<file path="src/rtl/lsu_align.sv">
// Load/store alignment unit between execute and the data-memory port.
// Lane-shifts stores, extends loads, and bounds memory waits with a watchdog.
module lsu_align #(
    parameter int TIMEOUT = 255,
    parameter int CNT_W   = 16
) (
    input  logic        clk,
    input  logic        rst_n,
    input  logic        req_valid,
    output logic        req_ready,
    input  logic        req_we,
    input  logic [2:0]  req_ctr,
    input  logic [31:0] req_addr,
    input  logic [31:0] req_wdata,
    output logic        mem_req,
    output logic        mem_we,
    output logic [31:0] mem_addr,
    output logic [3:0]  mem_wmask,
    output logic [31:0] mem_wdata,
    input  logic        mem_ack,
    input  logic [31:0] mem_rdata,
    output logic        resp_valid,
    input  logic        resp_ready,
    output logic [31:0] resp_data,
    output logic        resp_err
);

    localparam logic [1:0] S_IDLE  = 2'd0;
    localparam logic [1:0] S_ISSUE = 2'd1;
    localparam logic [1:0] S_WAIT  = 2'd2;
    localparam logic [1:0] S_DONE  = 2'd3;

    localparam logic [CNT_W-1:0] WD_LAST = CNT_W'(TIMEOUT - 1);

    logic [1:0]       state;
    logic [CNT_W-1:0] wd_cnt;
    logic             lat_we;
    logic [2:0]       lat_ctr;
    logic [1:0]       lat_off;

    logic             ctr_ok;
    logic             aligned;
    logic [1:0]       off;
    logic [3:0]       wmask_n;
    logic [31:0]      wdata_n;
    logic [31:0]      sh;
    logic [31:0]      load_val;

    assign off       = req_addr[1:0];
    assign req_ready = (state == S_IDLE);
    assign mem_req   = (state == S_ISSUE);
    assign resp_valid = (state == S_DONE);

    always_comb begin
        ctr_ok  = 1'b0;
        aligned = 1'b0;
        wmask_n = 4'b0000;
        unique case (req_ctr)
            3'b000, 3'b100: begin
                ctr_ok  = 1'b1;
                aligned = 1'b1;
                wmask_n = 4'b0001 << off;
            end
            3'b001, 3'b101: begin
                ctr_ok  = 1'b1;
                aligned = ~off[0];
                wmask_n = 4'b0011 << off;
            end
            3'b010: begin
                ctr_ok  = 1'b1;
                aligned = (off == 2'b00);
                wmask_n = 4'b1111;
            end
            default: begin
                ctr_ok  = 1'b0;
                aligned = 1'b0;
                wmask_n = 4'b0000;
            end
        endcase
        if (!req_we) wmask_n = 4'b0000;
    end

    assign wdata_n = req_wdata << {off, 3'b000};
    assign sh      = mem_rdata >> {lat_off, 3'b000};

    always_comb begin
        load_val = 32'd0;
        unique case (lat_ctr)
            3'b000:  load_val = {{24{sh[7]}}, sh[7:0]};
            3'b100:  load_val = {24'd0, sh[7:0]};
            3'b001:  load_val = {{16{sh[15]}}, sh[15:0]};
            3'b101:  load_val = {16'd0, sh[15:0]};
            3'b010:  load_val = sh;
            default: load_val = 32'd0;
        endcase
    end

    always_ff @(posedge clk or negedge rst_n) begin
        if (!rst_n) begin
            state     <= S_IDLE;
            wd_cnt    <= '0;
            lat_we    <= 1'b0;
            lat_ctr   <= 3'b000;
            lat_off   <= 2'b00;
            mem_we    <= 1'b0;
            mem_addr  <= 32'd0;
            mem_wmask <= 4'b0000;
            mem_wdata <= 32'd0;
            resp_data <= 32'd0;
            resp_err  <= 1'b0;
        end else begin
            unique case (state)
                S_IDLE: begin
                    if (req_valid) begin
                        lat_we    <= req_we;
                        lat_ctr   <= req_ctr;
                        lat_off   <= off;
                        mem_we    <= req_we;
                        mem_addr  <= {req_addr[31:2], 2'b00};
                        mem_wmask <= wmask_n;
                        mem_wdata <= wdata_n;
                        if (!ctr_ok || !aligned) begin
                            state     <= S_DONE;
                            resp_err  <= 1'b1;
                            resp_data <= 32'd0;
                        end else begin
                            state  <= S_ISSUE;
                            wd_cnt <= '0;
                        end
                    end
                end
                S_ISSUE, S_WAIT: begin
                    // An ack arriving on the timeout cycle still completes cleanly
                    if (mem_ack) begin
                        state     <= S_DONE;
                        resp_err  <= 1'b0;
                        resp_data <= lat_we ? 32'd0 : load_val;
                    end else if (wd_cnt == WD_LAST) begin
                        state     <= S_DONE;
                        resp_err  <= 1'b1;
                        resp_data <= 32'd0;
                    end else begin
                        state  <= S_WAIT;
                        wd_cnt <= wd_cnt + CNT_W'(1);
                    end
                end
                S_DONE: begin
                    if (resp_ready) state <= S_IDLE;
                end
                default: state <= S_IDLE;
            endcase
        end
    end

endmodule

</file>
<file path="config.mk">
export PLATFORM = sky130hd
export DESIGN_NAME = lsu_align
export DESIGN_NICKNAME = d
export VERILOG_FILES = /design/src/rtl/lsu_align.sv
export SDC_FILE = /design/constraint.sdc
export NUM_CORES = 1
export LEC_CHECK = 0
export BUFFER_PORTS_ARGS = -buffer_cell sky130_fd_sc_hd__buf_2
export CORE_UTILIZATION = 55
export DETAILED_ROUTE_END_ITERATION = 10
export MAX_ROUTING_LAYER = met4
export PLACE_DENSITY = 0.9
export SYNTH_ARGS = -nofsm -noshare
export SYNTH_HDL_FRONTEND = slang
export SYNTH_SLANG_ARGS = --single-unit
export TNS_END_PERCENT = 10
</file>
<file path="constraint.sdc">
create_clock -name clk -period 5.6 [get_ports clk]
set_input_delay 0.56 -clock clk [delete_from_list [all_inputs] [get_ports clk]]
set_output_delay 0.56 -clock clk [all_outputs]
set_load 0.05 [all_outputs]
</file>
After elaboration in Yosys (flattened, before gate mapping)
Index checks and enable logic that the tools add are counted.
{"block": "word_totals", "in_bits": 105, "regBits": 123, "word_cells": 78, "output_inout_bits": 105}
{"block": "classes", "muxes": 27, "n_bitwise": 1, "addsub": 1, "n_eq_ne": 19, "n_reduce_logical": 16, "shifts": 4}
{"operator": "2-to-1 mux 32 bit", "n": 5}
{"operator": "one-hot mux 32 bit (5 select lines)", "n": 1}
{"operator": "2-to-1 mux 16 bit", "n": 4}
{"operator": "one-hot mux 32 bit (2 select lines)", "n": 1}
{"operator": "one-hot mux 16 bit (2 select lines)", "n": 1}
{"operator": "<< shifter 32 x 5 -> 32 bit", "n": 1}
{"operator": ">> shifter 32 x 5 -> 32 bit", "n": 1}
{"operator": "adder 16 x 1 -> 16 bit (second input constant)", "n": 1}
{"operator": "equality test 16 x 8 -> 1 bit (second input constant)", "n": 1}
{"operator": "equality test 3 bit (second input constant)", "n": 4}
{"operator": "one-hot mux 4 bit (3 select lines)", "n": 1}
{"operator": "inequality test 2 bit (second input constant)", "n": 4}
{"operator": "2-to-1 mux 1 bit", "n": 7}
{"operator": "equality test 3 x 1 -> 1 bit (second input constant)", "n": 2}
{"operator": "equality test 3 x 2 -> 1 bit (second input constant)", "n": 2}
{"operator": "logical NOT 3 bit", "n": 2}
{"operator": "2-to-1 mux 2 bit", "n": 3}
{"operator": "one-hot mux 2 bit (3 select lines)", "n": 1}
{"operator": "OR reduction 2 bit", "n": 3}
{"operator": "AND reduction 5 bit", "n": 1}
{"operator": "OR reduction 5 bit", "n": 1}
{"operator": "equality test 2 bit (second input constant)", "n": 2}
{"operator": "logical NOT 2 bit", "n": 2}
{"operator": "2-to-1 mux 4 bit", "n": 1}
{"operator": "13 further kinds", "n": 16}

Logic depth before layout (Yosys ltp)
{"block": "depth", "depth_word": 8, "depth_mapped": 8, "ltp_nobuf": 7}

Least setup slack after synthesis
No wires, ideal clock.
{"block": "synth_path", "kind": "register to register", "from": "reg state[0]", "to": "reg wd_cnt[5]", "t_arrival_ns": 2.257, "path_stages_with_launch": 7, "setup_slack_ns": 3.265, "t_required_ns": 5.522, "path_buffers": 0, "cell_sequence": "dfrtp_1 inv_1 ha_1 o21ai_1 or3_4 or4_1 a21oi_1"}
{"block": "synth_via", "elab_cells_between_ends": 11, "cone_classes": "6 x eq/ne; 1 x mux; 4 x reduce/logical"}
{"element": "from (decl)", "line_no": "35", "rtl": "logic [1:0] state;"}
{"element": "from (signal assigned)", "line_no": "100", "rtl": "state <= S_IDLE;"}
{"element": "from (signal assigned)", "line_no": "123", "rtl": "state <= S_DONE;"}
{"element": "from (signal assigned)", "line_no": "127", "rtl": "state <= S_ISSUE;"}
{"element": "logical NOT 2 bit (*)"}
{"element": "via req_ready", "line_no": "10", "rtl": "output logic req_ready,"}
{"element": "inequality test 2 bit (no source line) or nonzero test 2 bit (tied branches)"}
{"element": "AND reduction 5 bit (no source line)"}
{"element": "to (signal assigned)", "line_no": "144", "rtl": "wd_cnt <= wd_cnt + CNT_W'(1);"}
{"element": "to (decl)", "line_no": "36", "rtl": "logic [CNT_W-1:0] wd_cnt;"}
The timed path passes the listed nets; every way through them passes the cells marked *.
A chain may end at the register's enable or synchronous reset.

Final worst setup path
{"block": "layout_path", "from": "reg state[1]", "to": "reg mem_wdata[6]"}
{"block": "layout_via", "elab_chain_len": 2}
{"element": "logical NOT 2 bit", "line_no": "112", "rtl": "unique case (state)"}
{"element": "AND reduction 2 bit (no source line)"}
{"element": "to (signal assigned)", "line_no": "121", "rtl": "mem_wdata <= wdata_n;"}
{"element": "to (decl)", "line_no": "19", "rtl": "output logic [31:0] mem_wdata,"}
Every way passes these cells.

==> reports/metrics.yaml <==
global_route:
  grt_pass1_vias: 5346
  grt_pass1_wl_um: 26200
  grt_max_degree: 64
  track_usage: 0.306
  overflow: 0
  antenna_found_initial: 0
finish:
  multi_input_area_mm2: 0.00284
  areaGrowthSynthToFinish_pct: 26.1
  ff_latch_area_mm2: 0.00308
  fill_cells: 749
  drive_gt1_frac: 0.382
  final_cells: 927
  final_nets: 885
  final_util: 0.712
  antenna_cells: 0
clocking:
  cts_tree: "yes"
  htree_num_levels: 4
  numCtsBuffers: 17
  post_cts_resized: 0
  numClockSinks: 123
  post-cts-setup-buffers: 0
  clockRootBuffer: "clkbuf_8"
  clk_pin_slew_ns: 0.05
  hold_buffers: 0
  clk_latency_ns: 0.52
  clk_path_buf_depth: 2
outcome:
  violations: "design-rule violations"
  status: "finished, violations left"
setup_path:
  r2r-start: "state[1]"
  worstSetupPathType: "reg -> reg"
  worstPathRequired_ns: 6.05
  cp.arrival_ns: 3.34
  startpoint_type: "register"
  reg2reg_to: "mem_wdata[6]"
  worstSetupEndpointType: "register"
  crit_fanout: 49
  ff2ff_setup_slack_ns: 2.71
  crit_path_start: "state[1]"
  r2r_cells: 6
sta:
  drv_slew: 0
  hold_viol_final: 0
  finalCritPeriodShare: 0.516
  slew_headroom: 0.242
  finalSetupViolations: 0
  rsz0062_at_grt: "false"
  final.setup_skew_ns: 0.00854
  fin_crit_ns: 2.89
  tns_ns: 0
  worstMarginPinSlew_ns: 1.13
  max_freq_mhz: 346
min_path:
  worst_hold_path_type: "in -> async"
die:
  io_pins: 210
  rows: 38
  fp.coreArea_mm2: 0.0108
  die_y_um: 108
  die_width_um: 108
  initial_core_util: 0.565
  dieArea_mm2: 0.0116
placed_design:
  gp_congestion: 0.916
  dp.cells: 895
  dp_hpwl_um: 12100
  numPortBuffers: 207
synth:
  yosysMostFrequentCell: "dfrtp_1"
  synth_seq_area_share: 0.503
  netlist_top_cells_area: "dfrtp_1 50%, mux2_2 9.6%, mux2i_1 5.7%, a21oi_1 3.8%, nand2_1 3.4%"
  synth_top_area_share: 0.503
  syn-cell-area_mm2: 0.00612
  synth_warnings: 0
  synth_top_area_cell: "dfrtp_1"
  yosysUniqueCellTypes: 54
  avgSynthCellArea_um2: 10.5
  synth_edf_count: 0
  synth_seq_cells: 123
  synth_commonest_cells: "123 x dfrtp_1, 56 x nand2_1, 52 x mux2_2, 46 x a21oi_1"
  synth-main-ff-cell: "dfrtp_1"
  async_reset_ff_frac: 1.00
  syn_inst: 582
routing:
  drc: 2
  ant_nets: 0
  wl_um: 16700
  via_count: 5383
  wl_per_cell_um: 18.0
  drt_iter0_markers: 508
  vias_per_cell: 5.81
  firstDrtPassIters: 8
power_and_ir_drop:
  leakage_nw: 3.79
  p_per_area_mw_per_mm2: 712
  vdd_ir_drop_max_mv: 0.495
run:
  drv_cap: 0
[cell type report]
type                    count  area share
clock inverters             8     0.00907
well taps                 140      0.0227
clock buffers              24      0.0583
inverters                   8     0.00389
flip-flops and latches    123       0.399
multi-input cells         412       0.368
repair buffers            212       0.139
[through the flow]
step                      worst slack [ns]  cell area, um2  total power, W  hold WS, ns
after global routing                  2.44            7720         0.00577        0.183
after detailed placement              2.68            7200         0.00452        0.465
after CTS                             2.71            7720         0.00551        0.144
after global placement                2.82            7200         0.00443        0.460
final                                 2.71            7720         0.00550        0.127
after floorplan                       3.27            6130         0.00382        0.264
[flip-flops by register name, indices dropped and copies added (netlist names)]
register	count
mem_wdata	32
resp_data	32
mem_addr	30
wd_cnt	16
mem_wmask	4
lat_ctr	3
lat_off	2
state	2
lat_we	1
resp_err	1
[worst max-delay path by stage]
stage                          endpoint  cells after the start
after floorplan               wd_cnt[5]                      6
after global placement    resp_data[17]                      5
after detailed placement  resp_data[17]                      5
after CTS                  mem_wdata[0]                      6
after global routing       mem_wdata[0]                      6
final                      mem_wdata[6]                      6
[routing by layer]
layer	GRT usage	wire length (um)
met1	0.368	6730
met2	0.503	8330
met3	0.0684	1160
met4	0.120	473
met5	-	0
[worst max-delay path: stages, from the launching register on]
cell	delay, ns
dfrtp_1	0.39
inv_1	0.11
ha_1	0.35
nand2_2	0.52
buf_4	0.50
nor3_1	0.68
a22o_1	0.25
[kinds of logic (layout without fill, tap and decap cells)]
family	count (synthesis)	after routing	synth area share
XOR/XNOR	10	10	0.0143
other	1	2	0.000612
buffers and inverters	48	252	0.0341
multiplexers	88	88	0.157
AO/OA/AOI/OAI	152	152	0.151
flip-flops	123	123	0.503
AND/OR/NAND/NOR	154	154	0.128
adder cells (fa/ha/maj)	6	6	0.0123
[cells in the final DEF (no fill, tap or decap), types with 24 or more instances in the layout]
| cell type | count |
|---|---|
| buf_2 | 206 |
| dfrtp_1 | 123 |
| nand2_1 | 55 |
| mux2_2 | 52 |
| a21oi_1 | 46 |
| o21ai_0 | 35 |
| mux2i_1 | 35 |
| nor2_1 | 33 |
| o21ai_1 | 25 |
| a22o_1 | 24 |
[report_power, final]
| part | internal [W] | switching (W) | total, W |
|---|---|---|---|
| Sequential | 0.00128 | 0.000276 | 0.00156 |
| Combinational | 0.000800 | 0.00217 | 0.00297 |
| Clock | 0.000595 | 0.000375 | 0.000970 |
| Total | 0.00268 | 0.00282 | 0.00550 |
(Power assumes the default switching activity.)
